**config.mk**
```make
export PLATFORM = sky130hd
export DESIGN_NAME = lif_neuron
export DESIGN_NICKNAME = d
export VERILOG_FILES = /design/src/rtl/lif_neuron.sv
export SDC_FILE = /design/constraint.sdc
export NUM_CORES = 1
export LEC_CHECK = 0
export CAP_MARGIN = 20
export CORE_UTILIZATION = 42
export DETAILED_ROUTE_END_ITERATION = 8
export PLACE_DENSITY = 0.66
export SYNTH_ARGS = -nofsm -noshare
export SYNTH_HDL_FRONTEND = slang
export SYNTH_SLANG_ARGS = --single-unit
```
**constraint.sdc**
```tcl
create_clock -name clk -period 6.5 [get_ports clk]
set_clock_uncertainty 0.1 [all_clocks]
set_input_delay 1.3 -clock clk [delete_from_list [all_inputs] [get_ports clk]]
set_output_delay 1.3 -clock clk [all_outputs]
set_load 0.05 [all_outputs]
```
**src/rtl/lif_neuron.sv**
```systemverilog
// Leaky integrate-and-fire neuron with a refractory period, fed by one weighted synapse.
// Optional: define ADAPTIVE_THRESH_EN to raise the threshold after each fire, then let it relax.
module lif_neuron #(
    parameter int WIDTH         = 8,
    parameter int THRESHOLD     = 200,
    parameter int LEAK_SHIFT    = 3,
    parameter int REFRAC_CYCLES = 4
) (
    input  logic             clk,
    input  logic             rst,
    input  logic             pre_spike,
    input  logic [WIDTH-1:0] weight,
    output logic             post_spike,
    output logic [WIDTH-1:0] membrane,
    output logic             refractory,
    output logic [7:0]       spike_count
);

    localparam int CW = $clog2(REFRAC_CYCLES + 1);
    localparam logic [CW-1:0]  REFRAC_INIT = CW'(REFRAC_CYCLES);
    localparam logic [WIDTH:0] V_MAX       = {1'b0, {WIDTH{1'b1}}};
    localparam logic [WIDTH:0] THR         = (WIDTH+1)'(THRESHOLD);

    typedef enum logic {INTEG, REFRAC} state_t;

    state_t           state, state_next;
    logic [CW-1:0]    refrac_cnt, refrac_cnt_next;
    logic [WIDTH-1:0] membrane_next;
    logic             post_next;
    logic [7:0]       count_next;
    logic [WIDTH:0]   v_sum, v_sat, thr_eff;
    logic             fire;

    // One extra bit holds the sum of leaked membrane and weight; subtraction cannot underflow.
    always_comb begin
        v_sum = {1'b0, membrane} - {1'b0, (membrane >> LEAK_SHIFT)}
              + (pre_spike ? {1'b0, weight} : '0);
        v_sat = v_sum[WIDTH] ? V_MAX : v_sum;
        fire  = (state == INTEG) && (v_sat >= thr_eff);
    end

`ifdef ADAPTIVE_THRESH_EN
    localparam logic [WIDTH:0] OFF_MAX  = V_MAX - THR;
    localparam logic [WIDTH:0] OFF_STEP = (WIDTH+1)'(8);

    logic [WIDTH-1:0] offset, offset_next;
    logic [WIDTH:0]   off_inc;

    assign thr_eff = THR + {1'b0, offset};

    // Offset jumps on a fire (capped so thr_eff never exceeds full scale) and relaxes in INTEG.
    always_comb begin
        offset_next = offset;
        off_inc     = {1'b0, offset} + OFF_STEP;
        if (state == INTEG) begin
            if (fire)
                offset_next = (off_inc > OFF_MAX) ? OFF_MAX[WIDTH-1:0] : off_inc[WIDTH-1:0];
            else if (offset != '0)
                offset_next = offset - 1'b1;
        end
    end

    always_ff @(posedge clk or posedge rst) begin
        if (rst)
            offset <= '0;
        else
            offset <= offset_next;
    end
`else
    assign thr_eff = THR;
`endif

    always_comb begin
        state_next      = state;
        refrac_cnt_next = refrac_cnt;
        membrane_next   = membrane;
        post_next       = 1'b0;
        count_next      = spike_count;
        case (state)
            INTEG: begin
                if (fire) begin
                    membrane_next   = '0;
                    post_next       = 1'b1;
                    count_next      = spike_count + 8'd1;
                    refrac_cnt_next = REFRAC_INIT;
                    state_next      = REFRAC;
                end else begin
                    membrane_next = v_sat[WIDTH-1:0];
                end
            end
            REFRAC: begin
                membrane_next   = '0;
                refrac_cnt_next = refrac_cnt - 1'b1;
                if (refrac_cnt == CW'(1))
                    state_next = INTEG;
            end
            default: begin
                state_next    = INTEG;
                membrane_next = '0;
            end
        endcase
    end

    always_ff @(posedge clk or posedge rst) begin
        if (rst) begin
            state       <= INTEG;
            refrac_cnt  <= '0;
            membrane    <= '0;
            post_spike  <= 1'b0;
            spike_count <= '0;
        end else begin
            state       <= state_next;
            refrac_cnt  <= refrac_cnt_next;
            membrane    <= membrane_next;
            post_spike  <= post_next;
            spike_count <= count_next;
        end
    end

    assign refractory = (state == REFRAC);

endmodule

```
Word-level counts from Yosys, hierarchy flattened
Index checks and enable logic that the tools add are counted.
{ "totals": {"regBits": 21, "in_bits": 11, "output_inout_bits": 18} }
{ "op_classes": {"add_sub_neg": 4, "n_lt_le_gt_ge": 1, "n_eq_ne": 2, "mux": 10, "n_bitwise": 1, "reduce_logical": 2} }
{ "ops": {"columns": ["cell", "n"], "rows": [
  ["8-bit 2-to-1 mux", 3],
  ["8-bit one-hot mux with 2 select lines", 1],
  ["9-bit by 8-bit adder with 9-bit output", 1],
  ["8-bit by 5-bit subtractor with 9-bit output", 1],
  ["8-bit by 1-bit adder with 8-bit output (second input constant)", 1],
  ["8-bit >= comparator (second input constant)", 1],
  ["3-bit one-hot mux with 2 select lines", 1],
  ["3-bit by 1-bit == test with 1-bit output (second input constant)", 1],
  ["1-bit 2-to-1 mux", 3],
  ["3-bit 2-to-1 mux", 1],
  ["3-bit by 1-bit subtractor with 3-bit output (second input constant)", 1],
  ["2-bit inequality test (second input constant)", 1],
  ["1-bit one-hot mux with 2 select lines", 1],
  ["2-bit AND reduction", 1],
  ["1-bit logical AND", 1],
  ["1-bit inverter", 1]
]} }

Longest topological paths before layout
Gate-level depths: netlist (run 1).
{ "logic_depth": {"ltp_word": 7, "depth_mapped": 13} }

Worst setup path after synthesis (run 1)
No wires, ideal clock.
{ "synth_timing": {"kind": "input to register", "startpoint": "input pre_spike", "endpoint": "register spike_count[1]", "setup_time_ns": 0.125, "arrival_ns": 4.196, "required_ns": 6.275, "setup_slack_ns": 2.079, "stages": 12, "n_path_buf": 1, "path_cell_list": "clkbuf_1 -> nand2_1 -> fa_1 -> inv_1 -> fa_1 -> a21o_1 -> a221oi_1 -> xnor2_1 -> o311ai_2 -> o21ai_4 -> nor2b_4 -> mux2_4"} }
{ "synth_between": {"elab_chain_len": 6} }
{ "synth_lines": {"columns": ["item", "line_no", "rtl"], "rows": [
  ["start: declaration", "11", "input logic pre_spike,"],
  ["8-bit 2-to-1 mux", "37", "+ (pre_spike ? {1'b0, weight} : '0);"],
  ["9-bit by 8-bit adder with 9-bit output", "37", null],
  ["8-bit 2-to-1 mux", "38", "v_sat = v_sum[WIDTH] ? V_MAX : v_sum;"],
  ["8-bit >= comparator", "39", "fire = (state == INTEG) && (v_sat >= thr_eff);"],
  ["1-bit logical AND", "39", null],
  ["2-bit AND reduction (no line)", null, null],
  ["end signal: assignment", "116", "spike_count <= count_next;"],
  ["end: declaration", "16", "output logic [7:0] spike_count"]
]} }
Every way passes these cells.
A chain may end at the register's enable or synchronous reset.

Worst setup path after layout (run 1)
Same ends and word-level chain as after synthesis.

==> results of run 1 <==
metal layers:
metal  up-vias  track usage (%)  routed length [microns]
met1       563             22.6                     1350
met3         8             2.37                      118
met4         0             6.40                       59
li1        597                -                        -
met2        37             28.6                     1390
met5         -                0                        0
synthesized netlist by cell type (all sizes together) (2+ instances only):
library cell	n	area share (%)
xnor2	9	5.1
xor2	4	2.3
a31oi	2	1.2
nor2b	3	1.7
nor2	7	1.8
a211oi	2	1.3
fa	5	6.4
and2	3	1.2
ha	15	12
and3	3	1.2
a21o	3	1.4
inv	28	6.8
nand4	5	2.0
dfrtp	21	34
a21oi	7	2.3
nand2	16	3.9
o21ai	6	2.7
mux2	2	1.7
buf	4	2.0
and4b	2	1.3
layout make-up:
type	instances	area, sq um
Timing Repair Buffer	28	280
Clock buffer	3	41.3
Fill cell	298	1530
Multi-Input combinational cell	108	891
Inverter	28	105
Clock inverter	1	7.51
Sequential cell	21	526
Tap cell	46	57.6
report_power, final:
| group | switching, W | internal (W) |
|---|---|---|
| Combinational | 0.000296 | 0.000200 |
| Clock | 0.0000441 | 0.0000432 |
| Sequential | 0.0000415 | 0.000166 |
worst max-delay path: cells and delay by family:
family	cells	cell delay, ns
AOI/OAI and AO/OA	4	0.99
muxes	1	0.31
adders and majority gates	2	0.98
xor gates and xnor gates	1	0.19
and+or+nand+nor	2	0.35
buffers and inverters	2	0.68
layout by cell type (no fill, tap or decap), types with 3 or more instances in the layout:
cell	n
ha_1	15
a21oi_1	7
and3_1	3
fa_1	5
inv_1	28
xor2_1	4
xnor2_1	9
nor2_1	6
nand2_1	16
dfrtp_1	21
clkbuf_8	3
a21o_1	3
o21ai_0	5
clkdlybuf4s50_1	28
nand4_1	5
and2_1	3
worst max-delay path by stage:
| stage | slack, ns | cells past startpoint | startpoint | to |
|---|---|---|---|---|
| 2_1_floorplan | 2.08 | 12 | pre_spike | spike_count[1] |
| 3_3_place_gp | 1.54 | 12 | pre_spike | spike_count[1] |
| 3_5_place_dp | 1.47 | 12 | pre_spike | spike_count[1] |
| 4_1_cts | 1.73 | 12 | pre_spike | spike_count[1] |
| 5_1_grt | 1.54 | 12 | pre_spike | spike_count[1] |
| 6_report | 1.73 | 12 | pre_spike | spike_count[1] |
registers in the layout (all words and copies together) (netlist names):
signal,flops
spike_count,8
refrac_cnt,3
membrane,8
post_spike,1
refractory,1
logic make-up after synthesis:
family / after synthesis
adder cells (fa/ha/maj): 20
XOR/XNOR: 13
multiplexers: 2
AND/OR/NAND/NOR: 45
AO/OA/AOI/OAI: 28
flip-flops: 21
buffers and inverters: 33
stage by stage:
step	area (sq um)	total power [W]
floorplan	1560	0.000598
global placement	1860	0.000692
detailed placement	1860	0.000705
CTS	1910	0.000798
global route	1910	0.000866
finish	1910	0.000791
==> flow_summary.toml, run 1 <==
[layout]
nets = 221
drive_gt1_share_pct = 6.88
areaGrowthSynthToFinish_pct = 22.6
utilization_pct = 55.4
diodes = 0
final_cells = 235

[clock_tree]
h-tree-depth = 1
cts_sinks = 21
postCtsResizedCells = 0
clk_pin_slew_ns = 0.08
clk-insertion-delay-late_ns = 0.26
numCtsBuffers = 3
cts_tree = "done"
cts_hold_buffers = 0
post_cts_buffers = 0
clockBufferDepth = 2
cts_root_buffer = "clkbuf_8"

[worst_setup_path]
path_cells = "clkdlybuf4s50_1 > nand2_1 > fa_1 > inv_1 > fa_1 > a21o_1 > a221oi_1 > xnor2_1 > o311ai_2 > o21ai_4 > nor2b_4 > mux2_4"
critical_path_class = "in -> reg"
reg2reg_slack_ns = 3.04
max_stage_delay_ns = 0.61
r2r-end = "spike_count[1]"
end_kind = "flop"
crit_top_cell = "fa_1"
cp-start-kind = "input pin"
r2r.worst_path.cells = 11
slowest_stage = "clkdlybuf4s50_1"
required_ns = 6.55
reg2reg_from = "membrane[3]"
crit_fanout = 10
crit_arrival_ns = 4.82

[synthesis]
seq_area_frac_synth_pct = 33.8
muxShareOfSynthArea_pct = 1.69
async_flop_share_pct = 100
syn_area_per_cell_sq_um = 9.61
synth_xor_area_share_pct = 7.32
postSynthRegisterBits = 21
ys.flop_type = "dfrtp_1"
syn_nets = 193
synth_edf_count = 0
synth_area_sq_um = 1560
netlist_instances = 162
ys_types = 43
synth_warnings = 0
synth_top_family_by_area = "adder cells"
synthAdderAreaFrac_pct = 18.5
synthSimpleGateAreaFrac_pct = 15.7
synth_compound_area_share_pct = 14.1

[run_status]
status = "finished, final reports clean"

[routing]
dr.pass1.iters = 4
drt_iter0_drc = 24
ant_nets = 0
via_count = 1205
totalWireLength_mm = 2.92
wire_per_inst_microns = 12.4
vias_per_cell = 5.13
drc = 0

[power]
peakVddDrop_uv = 268
powerDensity_nw_per_um2 = 414
power.leakage_nw = 0.871

[timing]
tightest_slew_ns = 0.819
hold_slack_ns = 0.376
min_period_ns = 4.77
rsz0062_at_grt = "no"
maxSlewViolCount = 0
tns_ns = 0
fmax_ghz = 0.210
setup_violations = 0
final.setup.worst_slack_ns = 1.73
hold_viol_final = 0
period_share_pct = 73.3
relSlewSlack_pct = 45.3

[grt]
grt_pass1_wl_mm = 5.52
grt_max_degree = 22
grt_pass1_vias = 1267
grt_use_total_pct = 17.2
grt_overflow = 0
antenna_found_initial = 0

[worst_hold_path]
worstHoldPathType = "reg -> reg"
holdPathEnd = "spike_count[7]"
min_from = "spike_count[7]"
holdPathStages = 1

[placed_design]
preCtsSetupSlack_ns = 1.47
dpl.hpwl_mm = 2.29
gp_congestion = 0.894
io_buffers = 28
place_inst = 231

[floorplan]
fp.coreArea_sq_um = 3440
die_w_microns = 62.9
initial_utilization_pct = 45.2
num_rows = 21
die_h_microns = 62.9
ios = 29
die_area_sq_um = 3950

[flow_run]
maxCapViolations = 0
Power figures use the tool's default switching activity.
==> inputs of run 2 (changes only) <==
==> constraint.sdc (replaced) <==
create_clock -name clk -period 4.43 [get_ports clk]
set_clock_uncertainty 0.1 [all_clocks]
set_input_delay 0.886 -clock clk [delete_from_list [all_inputs] [get_ports clk]]
set_output_delay 0.886 -clock clk [all_outputs]
set_load 0.05 [all_outputs]
==> flow_summary.toml, run 2 (synthesized netlist as in run 1, its figures left out) <==
[layout]
fillers = 309
diodes = 0
seq_area_sq_um = 526
reg_top3 = "membrane x8, spike_count x8, refrac_cnt x3"
areaGrowthSynthToFinish_pct = 25.8
multi_input_area_sq_um = 891
drive_gt1_share_pct = 10.2
nets = 228
final_cell_mix = "inv_1, clkdlybuf4s50_1, dfrtp_1"

[timing]
tns_ns = 0
rsz0062_at_grt = "no"
maxSlewViolCount = 0
relSlewSlack_pct = 46.4
min_period_ns = 4.08
fmax_ghz = 0.245
setup_violations = 0
tightest_slew_ns = 0.802
hold_viol_final = 0
period_share_pct = 92.1

[floorplan]
die_h_microns = 62.9
die_area_sq_um = 3950
initial_utilization_pct = 45.2
die_w_microns = 62.9
fp.coreArea_sq_um = 3440
ios = 29
num_rows = 21

[run_status]
status = "finished, final reports clean"

[grt]
grt_max_degree = 22
grt_overflow = 0
grt_pass1_vias = 1292
antenna_found_initial = 0
grt_pass1_wl_mm = 5.57
grt_use_total_pct = 17.0

[placed_design]
io_buffers = 28
dpl.hpwl_mm = 2.47
gp_congestion = 0.834

[clock_tree]
cts_root_buffer = "clkbuf_8"
clk_pin_slew_ns = 0.08
clk-insertion-delay-late_ns = 0.26
numCtsBuffers = 3
postCtsResizedCells = 0
cts_hold_buffers = 0
cts_sinks = 21
h-tree-depth = 1
clockBufferDepth = 2
cts_tree = "done"
post_cts_buffers = 0

[worst_setup_path]
cpLargestDelayFamily = "adder cells"
crit_fanout = 4
crit_arrival_ns = 4.13
crit_top_cell = "fa_1"
worstPathBufferInverterCount = 2
critical_path_class = "in -> reg"
end_kind = "flop"
slowest_stage = "clkdlybuf4s50_1"
max_stage_delay_ns = 0.54
cp-start-kind = "input pin"
required_ns = 4.48
path_cells = "clkdlybuf4s50_1 > nand2_1 > fa_1 > inv_1 > fa_1 > a21o_1 > a221oi_1 > xnor2_1 > o311ai_2 > o21ai_4 > nor2b_4 > mux2_4"

[power]
power.leakage_nw = 0.907
powerDensity_nw_per_um2 = 611
peakVddDrop_uv = 409
power_w = 0.00120

[routing]
via_count = 1213
drt_iter0_drc = 19
wire_per_inst_microns = 12.6
vias_per_cell = 5.01
ant_nets = 0
dr.pass1.iters = 3
drc = 0
totalWireLength_mm = 3.05

[worst_hold_path]
worstHoldPathType = "reg -> reg"

[flow_run]
maxCapViolations = 0
==> run 2: cell types whose count changed in the layout (fill, tap and decap cells not counted), sizes merged <==
| cell | delta |
|---|---|
| clkinv | +1 |
| clkinvlp | -1 |
| buf | +7 |
==> run 2: layout make-up <==
class	instances	area share (%)
Clock inverter	1	0.256
Inverter	28	5.37
Sequential cell	21	26.8
Clock buffer	3	2.11
Tap cell	46	2.94
Multi-Input combinational cell	108	45.5
Timing Repair Buffer	35	17.0
==> run 2: report_power, final <==
group / switching (W) / internal (W)
Combinational: 0.000443 / 0.000323
Clock: 0.0000624 / 0.0000626
Sequential: 0.0000620 / 0.000244
==> run 2: worst reg2reg max path, stage by stage, from the launching register on <==
cell and delay, ns:
dfrtp_1 0.35, inv_1 0.07, fa_1 0.53, inv_1 0.06
fa_1 0.45, a21o_1 0.22, a221oi_1 0.31, xnor2_1 0.19
o311ai_2 0.17, o21ai_4 0.20, nor2b_4 0.21, mux2_4 0.31
==> run 2: layer usage <==
layer	GRT usage [%]	routed length (microns)	part of all wire [%]	vias to the layer above
li1	-	-	-	607
met1	22.5	1460	48	578
met2	29.2	1470	48	26
met3	3.10	105	3.4	2
met4	2.62	8	0.26	0
met5	0	0	0	-
==> run 2: worst paths after layout <==
path	start	end	slack [ns]	cells after the start
worst min-delay path	spike_count[7]	spike_count[7]	0.38	1
worst max-delay path	pre_spike	spike_count[1]	0.35	12
worst max register to register	membrane[1]	spike_count[1]	1.16	11
min in group asynchronous	rst	spike_count[2]	0.98	2
worst min register to register	spike_count[7]	spike_count[7]	0.38	1
max in group asynchronous	rst	membrane[4]	2.76	2
==> run 2: metrics by stage <==
step | std cells | utilization (%) | setup WS, ns | instance area, sq um | hold WS, ns
CTS | 242 | 56.9 | 0.322 | 1960 | 0.386
global placement | 238 | 55.5 | 0.139 | 1910 | 0.362
finish | 242 | 56.9 | 0.348 | 1960 | 0.382
detailed placement | 238 | 55.5 | 0.0502 | 1910 | 0.372
global route | 242 | 56.9 | 0.116 | 1960 | 0.393
floorplan | 162 | - | 0.423 | 1560 | 0.422
==> inputs of run 3 (changes only) <==
--- a/config.mk
+++ b/config.mk
@@ -7,8 +7,10 @@
 export LEC_CHECK = 0
 export CAP_MARGIN = 20
 export CORE_UTILIZATION = 42
+export CTS_CLUSTER_SIZE = 8
 export DETAILED_ROUTE_END_ITERATION = 8
 export PLACE_DENSITY = 0.66
+export SETUP_SLACK_MARGIN = 0.3
 export SYNTH_ARGS = -nofsm -noshare
 export SYNTH_HDL_FRONTEND = slang
 export SYNTH_SLANG_ARGS = --single-unit
==> constraint.sdc (replaced) <==
create_clock -name clk -period 5.2 [get_ports clk]
set_clock_uncertainty 0.1 [all_clocks]
set_input_delay 1.04 -clock clk [delete_from_list [all_inputs] [get_ports clk]]
set_output_delay 1.04 -clock clk [all_outputs]
set_load 0.05 [all_outputs]
==> results of run 3 <==
The final DEF is identical to that of run 1. Status: finished, final reports clean.
Among the figures that moved: setup slack after placement 1.47 ns -> 0.431 ns; setup slack after layout 1.73 ns -> 0.693 ns; register-to-register setup slack 3.04 ns -> 1.74 ns; total power 0.000791 W -> 0.000989 W; worst IR drop on VDD 268 uV -> 335 uV
